## config.mk

```make
export PLATFORM = sky130hd
export DESIGN_NAME = dmem_line_bridge
export DESIGN_NICKNAME = d
export VERILOG_FILES = /design/src/rtl/dmem_line_bridge.sv
export SDC_FILE = /design/constraint.sdc
export NUM_CORES = 1
export LEC_CHECK = 0
export BUFFER_PORTS_ARGS = -buffer_cell sky130_fd_sc_hd__buf_4
export CORE_MARGIN = 5
export CORE_UTILIZATION = 33
export CTS_CLUSTER_SIZE = 16
export DETAILED_ROUTE_END_ITERATION = 7
export GPL_TIMING_DRIVEN = 0
export PLACE_DENSITY = 0.55
export SYNTH_ARGS = -nofsm -noshare
export SYNTH_HDL_FRONTEND = slang
export SYNTH_SLANG_ARGS = --single-unit
export TNS_END_PERCENT = 10
```

## constraint.sdc

```tcl
create_clock -name clk -period 4.95 [get_ports clk]
set_input_delay 0.2475 -clock clk [delete_from_list [all_inputs] [get_ports clk]]
set_output_delay 0.2475 -clock clk [all_outputs]
set_load 0.005 [all_outputs]
```

## src/rtl/dmem_line_bridge.sv

```systemverilog
// dmem_line_bridge: responder for the pipeline data-memory port and initiator of a
// 64-bit burst memory interface. A one-line (32-byte) read buffer lets repeated loads
// to the same line complete without a burst. Writes are single-beat write-through.
// Optional feature macro: DMEM_LINEBUF_EN
//   defined   -> the line buffer can hit, and writes that hit merge into it
//   undefined -> every read bursts; the assembled line only feeds dmem_rdata
module dmem_line_bridge #(
  parameter int BEATS = 4
) (
  input  logic        clk,
  input  logic        rst,
  input  logic [31:0] dmem_addr,
  input  logic [3:0]  dmem_rmask,
  input  logic [3:0]  dmem_wmask,
  input  logic [31:0] dmem_wdata,
  output logic [31:0] dmem_rdata,
  output logic        dmem_resp,
  output logic        freeze_stall,
  output logic [31:0] bmem_addr,
  output logic        bmem_read,
  output logic        bmem_write,
  output logic [63:0] bmem_wdata,
  output logic [7:0]  bmem_wmask,
  input  logic        bmem_ready,
  input  logic [63:0] bmem_rdata,
  input  logic        bmem_rvalid
);

  localparam int LINE_BITS = 64 * BEATS;

  typedef enum logic [2:0] {
    IDLE,
    RD_CMD,
    RD_BEATS,
    WR_CMD,
    RESP
  } state_t;

  state_t               state_q, state_d;
  logic [1:0]           cnt_q, cnt_d;
  logic                 lb_valid_q, lb_valid_d;
  logic [26:0]          lb_tag_q, lb_tag_d;
  logic [LINE_BITS-1:0] lb_data_q, lb_data_d;
  logic [31:0]          rdata_q, rdata_d;
  logic                 resp_q, resp_d;
  logic                 bread_q, bread_d;
  logic                 bwrite_q, bwrite_d;
  logic [31:0]          baddr_q, baddr_d;
  logic [63:0]          bwdata_q, bwdata_d;
  logic [7:0]           bwmask_q, bwmask_d;

  logic                 rd_req;
  logic                 wr_req;
  logic                 req;
  logic                 hit;
  logic [2:0]           word_sel;
  logic [LINE_BITS-1:0] line_full;
  logic                 unused_addr_bits;

  assign rd_req   = |dmem_rmask;
  assign wr_req   = |dmem_wmask;
  assign req      = rd_req | wr_req;
  assign hit      = lb_valid_q && (lb_tag_q == dmem_addr[31:5]);
  assign word_sel = dmem_addr[4:2];
  // The final beat is bypassed in so the word is ready the same cycle the line completes.
  assign line_full = {bmem_rdata, lb_data_q[LINE_BITS-65:0]};
  // Byte offset within the word is resolved downstream.
  assign unused_addr_bits = ^dmem_addr[1:0];

`ifdef DMEM_LINEBUF_EN
  // Line image with the store's enabled bytes merged into the addressed word.
  logic [LINE_BITS-1:0] merged_line;
  for (genvar gi = 0; gi < LINE_BITS / 8; gi++) begin : g_merge
    localparam logic [2:0] WORD = 3'(gi / 4);
    localparam int         LANE = gi % 4;
    assign merged_line[8*gi +: 8] = (word_sel == WORD && dmem_wmask[LANE])
                                    ? dmem_wdata[8*LANE +: 8]
                                    : lb_data_q[8*gi +: 8];
  end
`endif

  // Next-state and next-output computation for the request FSM.
  always_comb begin
    state_d    = state_q;
    cnt_d      = cnt_q;
    lb_valid_d = lb_valid_q;
    lb_tag_d   = lb_tag_q;
    lb_data_d  = lb_data_q;
    rdata_d    = rdata_q;
    resp_d     = 1'b0;
    bread_d    = 1'b0;
    bwrite_d   = 1'b0;
    baddr_d    = 32'd0;
    bwdata_d   = 64'd0;
    bwmask_d   = 8'd0;
    unique case (state_q)
      IDLE: begin
        if (wr_req) begin
          // A request with both masks set is treated as a write.
          state_d  = WR_CMD;
          bwrite_d = 1'b1;
          baddr_d  = {dmem_addr[31:3], 3'b000};
          bwdata_d = {dmem_wdata, dmem_wdata};
          bwmask_d = dmem_addr[2] ? {dmem_wmask, 4'b0000} : {4'b0000, dmem_wmask};
        end else if (rd_req) begin
          if (hit) begin
            state_d = RESP;
            resp_d  = 1'b1;
            rdata_d = lb_data_q[{word_sel, 5'b00000} +: 32];
          end else begin
            state_d = RD_CMD;
            bread_d = 1'b1;
            baddr_d = {dmem_addr[31:5], 5'b00000};
          end
        end
      end
      RD_CMD: begin
        if (bmem_ready) begin
          state_d = RD_BEATS;
          cnt_d   = 2'd0;
        end else begin
          bread_d = 1'b1;
          baddr_d = baddr_q;
        end
      end
      RD_BEATS: begin
        if (bmem_rvalid) begin
          lb_data_d[{cnt_q, 6'b000000} +: 64] = bmem_rdata;
          cnt_d = cnt_q + 2'd1;
          if (cnt_q == 2'd3) begin
`ifdef DMEM_LINEBUF_EN
            lb_valid_d = 1'b1;
`endif
            lb_tag_d = dmem_addr[31:5];
            rdata_d  = line_full[{word_sel, 5'b00000} +: 32];
            state_d  = RESP;
            resp_d   = 1'b1;
          end
        end
      end
      WR_CMD: begin
        if (bmem_ready) begin
`ifdef DMEM_LINEBUF_EN
          // Write-through: keep the buffered line coherent, never allocate on a miss.
          if (hit) begin
            lb_data_d = merged_line;
          end
`endif
          state_d = RESP;
          resp_d  = 1'b1;
        end else begin
          bwrite_d = 1'b1;
          baddr_d  = baddr_q;
          bwdata_d = bwdata_q;
          bwmask_d = bwmask_q;
        end
      end
      RESP: begin
        state_d = IDLE;
      end
      default: begin
        state_d = IDLE;
      end
    endcase
  end

  // State, line buffer and registered outputs; reset also invalidates the buffer.
  always_ff @(posedge clk) begin
    if (rst) begin
      state_q    <= IDLE;
      cnt_q      <= 2'd0;
      lb_valid_q <= 1'b0;
      lb_tag_q   <= 27'd0;
      lb_data_q  <= '0;
      rdata_q    <= 32'd0;
      resp_q     <= 1'b0;
      bread_q    <= 1'b0;
      bwrite_q   <= 1'b0;
      baddr_q    <= 32'd0;
      bwdata_q   <= 64'd0;
      bwmask_q   <= 8'd0;
    end else begin
      state_q    <= state_d;
      cnt_q      <= cnt_d;
      lb_valid_q <= lb_valid_d;
      lb_tag_q   <= lb_tag_d;
      lb_data_q  <= lb_data_d;
      rdata_q    <= rdata_d;
      resp_q     <= resp_d;
      bread_q    <= bread_d;
      bwrite_q   <= bwrite_d;
      baddr_q    <= baddr_d;
      bwdata_q   <= bwdata_d;
      bwmask_q   <= bwmask_d;
    end
  end

  assign dmem_rdata   = rdata_q;
  assign dmem_resp    = resp_q;
  assign freeze_stall = req && !resp_q;
  assign bmem_read    = bread_q;
  assign bmem_write   = bwrite_q;
  assign bmem_addr    = baddr_q;
  assign bmem_wdata   = bwdata_q;
  assign bmem_wmask   = bwmask_q;

endmodule

```

==> metrics <==
first-pass GRT wire length 73600 um; clock network fraction of total power a little over two fifths; startpoint type of the worst setup path flip-flop; worst-skew pair later-pin latency 0.57 ns; largest family of logic cells by synthesized area simple AND/OR/NAND/NOR gates; Layout area overhead 40.0%; Final setup viols 0; Hold Path Cell Cnt 3; switching share of power between 20% and 30%; PwrDens ~340 nW/um2; row cnt just over 70; Crit path required time approximately 5.4 ns; post-DP HPWL roughly 34000 um; PortBufs ~270; initial DRC count 913; worst r2r path cells 7; Int Pwr approximately 4.4 mW; share of the yosys chip area belonging to registers 47.2%; Mean Syn Cell Area between 9 and 10 um2; ys flop type dfxtp_1; multiplexer share of the synthesized area 11.4%; crit-path max FO 10; outcome finished clean; Yosys cell types 39; htree depth 2; wire per inst approximately 20 um; Final GP Congestion 0.831; wirelength, routed a little under 50000 um; CTS tree built; Synth Area in Adders less than 1%; Die Area approximately 43000 um2; GRT Residual Overflow 0; Antenna Cells 0; Critical Path End Type flip-flop; post-synthesis instance area around 13000 um2; most frequent cells in the layout buf_4, dfxtp_1, nand2_1; Synth Area in Simple Gates approximately a fifth; synth warn 0; Slew headroom between 30% and 40%; Fmax 0.385 GHz; leakage 6.86 nW; Post-synth EDFFs 0; Psw between 1.5 and 2 mW; vias in the first global route between 10k and 15k; CTS Buf Count 36; vias 12.5k; share of the synthesized area in the top cell type a little under half; Initial DRT Pass Iterations 5; Worst Skew approximately 0.032 ns; type of the most critical hold path in2reg; post-route minimum period between 2 and 3 ns; Die Y 207 um; Starting Density between 30% and 40%; Slew Limit Fails 0; post-synthesis register bit count approximately 300; Worst-path clk slew ~0.060 ns; Tot GR Track Use ~22%; Slew @ Worst Pin 0.916 ns; CP Class reg2reg; Setup Buffers After CTS 0; root buf cell clkbuf_16; Synth async-reset ratio 0%; largest net degree at the start of global routing 13; Max Cap Viol 0; Compound-Gate Fraction of Synth Area 13.8%; setup ws final about 2.4 ns; Worst EP arrival a little over 3 ns; layout cells sized above 1 between 20% and 30%; RSZ-0062 raised after global routing false; core area ~38000 um2; most common cell after layout, fill and taps aside buf_4; clk buf depth 3; Top Ports 280; Hold Fails Final Rpt 0; synth top area cells dfxtp_1, mux4_2, a21oi_1; drc violations 0; largest area contributor in the netlist dfxtp_1; Final Cycle Share between 50% and 60%; Die Wd just over 200 um; vias per cell about 5.3; nets@finish between 1.5k and 2k; Mapped Cells around 1.4k; setup TNS 0 ns; share of total power in sequential cells 42.6%; dpl ws ~2.5 ns; CTS Sinks 301; initial antenna violation count 1; xor/xnor share of the synthesized area 0%; Detail Route Antenna Nets 0; Logic pwr share between 10 and 15%; Worst VDD drop ~0.28 mV
==> per-stage QoR <==
stage          hold WS [ns]  utilization [%]  cell area [um2]  total power [mW]  cells
2_1_floorplan         0.396                -            12800              2.99   1407
3_3_place_gp          0.434             40.2            15500              3.37   2196
3_5_place_dp          0.441             40.2            15500              3.37   2196
4_1_cts              0.0254             46.5            17900              6.05   2387
5_1_grt              0.0927             46.5            17900              6.22   2387
6_report             0.0456             46.5            17900              6.00   2387
==> synth_stat cells (2+ instances only) <==
master,count
dfxtp_1,301
nand2_2,2
clkbuf_1,57
nor4_1,2
buf_2,37
buf_4,43
nand3_1,194
o22ai_1,32
a21o_1,2
nor3_1,33
ha_1,5
nor3b_1,3
mux4_2,64
buf_6,18
a21oi_1,198
and2_4,2
nor2_1,108
nand3b_1,3
nand2_1,199
inv_1,3
buf_1,13
a22oi_1,69
==> kinds of logic (layout without fill, tap and decap cells) <==
logic type,count (synthesis),after routing
muxes,65,65
and+or+nand+nor,556,556
buffers and inverters,172,634
other,1,3
adders and majority gates,5,5
DFF,301,301
AOI/OAI and AO/OA,305,305
==> final timing paths <==
check | slack [ns] | from | endpoint
worst min-delay path | 0.05 | bmem_ready | state_q[2]
worst max register to register | 2.36 | cnt_q[0] | lb_data_q[161]
worst max-delay path | 2.36 | cnt_q[0] | lb_data_q[161]
worst min register to register | 0.45 | lb_data_q[122] | lb_data_q[122]
==> worst max-delay path: stages (launching register included) <==
cell and delay, ns:
dfxtp_1 0.43, inv_1 0.14, ha_1 0.36, nor3b_1 0.19
clkbuf_1 0.52, clkbuf_1 0.56, nand3_1 0.15, a21oi_1 0.17
==> power groups by stage <==
| stage | sequential, mW | clock (mW) | combinational [mW] |
|---|---|---|---|
| floorplan | 2.60 | 0 | 0.396 |
| global placement | 2.61 | 0 | 0.760 |
| detailed placement | 2.61 | 0 | 0.767 |
| CTS | 2.56 | 2.64 | 0.855 |
| global route | 2.56 | 2.73 | 0.924 |
| finish | 2.56 | 2.59 | 0.858 |
==> repair_timing <==
| action | 4_1_cts | 5_1_grt |
|---|---|---|
| hold buffers | 128 | 0 |
| setup endpoints to repair | 0 | 0 |
| endpoints found under the hold margin | 251 | 0 |
| resized for setup | 0 | 0 |
==> flip-flops by register name, summed over array words and instances, names as in the netlist <==
| signal | cells |
|---|---|
| bmem_addr | 29 |
| bmem_read | 1 |
| state_q | 3 |
| cnt_q | 2 |
| bmem_wdata | 32 |
| dmem_resp | 1 |
| bmem_wmask | 8 |
| dmem_rdata | 32 |
| bmem_write | 1 |
| lb_data_q | 192 |
==> layer usage <==
layer  GRT usage [%]  wire (um)  up-vias
met5               0         12        -
met1            29.2      20600     6150
met4            8.65       1790        2
li1                -          -     5842
met2            36.5      23100      441
met3            4.11       3030      108
==> cell type report <==
class / instances / area (um2)
well taps: 518 / 648
clock buffers: 53 / 1020
fillers: 3723 / 20600
inverters: 3 / 11.3
flip-flops and latches: 301 / 6030
multi-input cells: 934 / 5750
repair buffers: 399 / 3320
clock inverters: 10 / 109
plain buffers: 169 / 981
(Power assumes the default switching activity.)
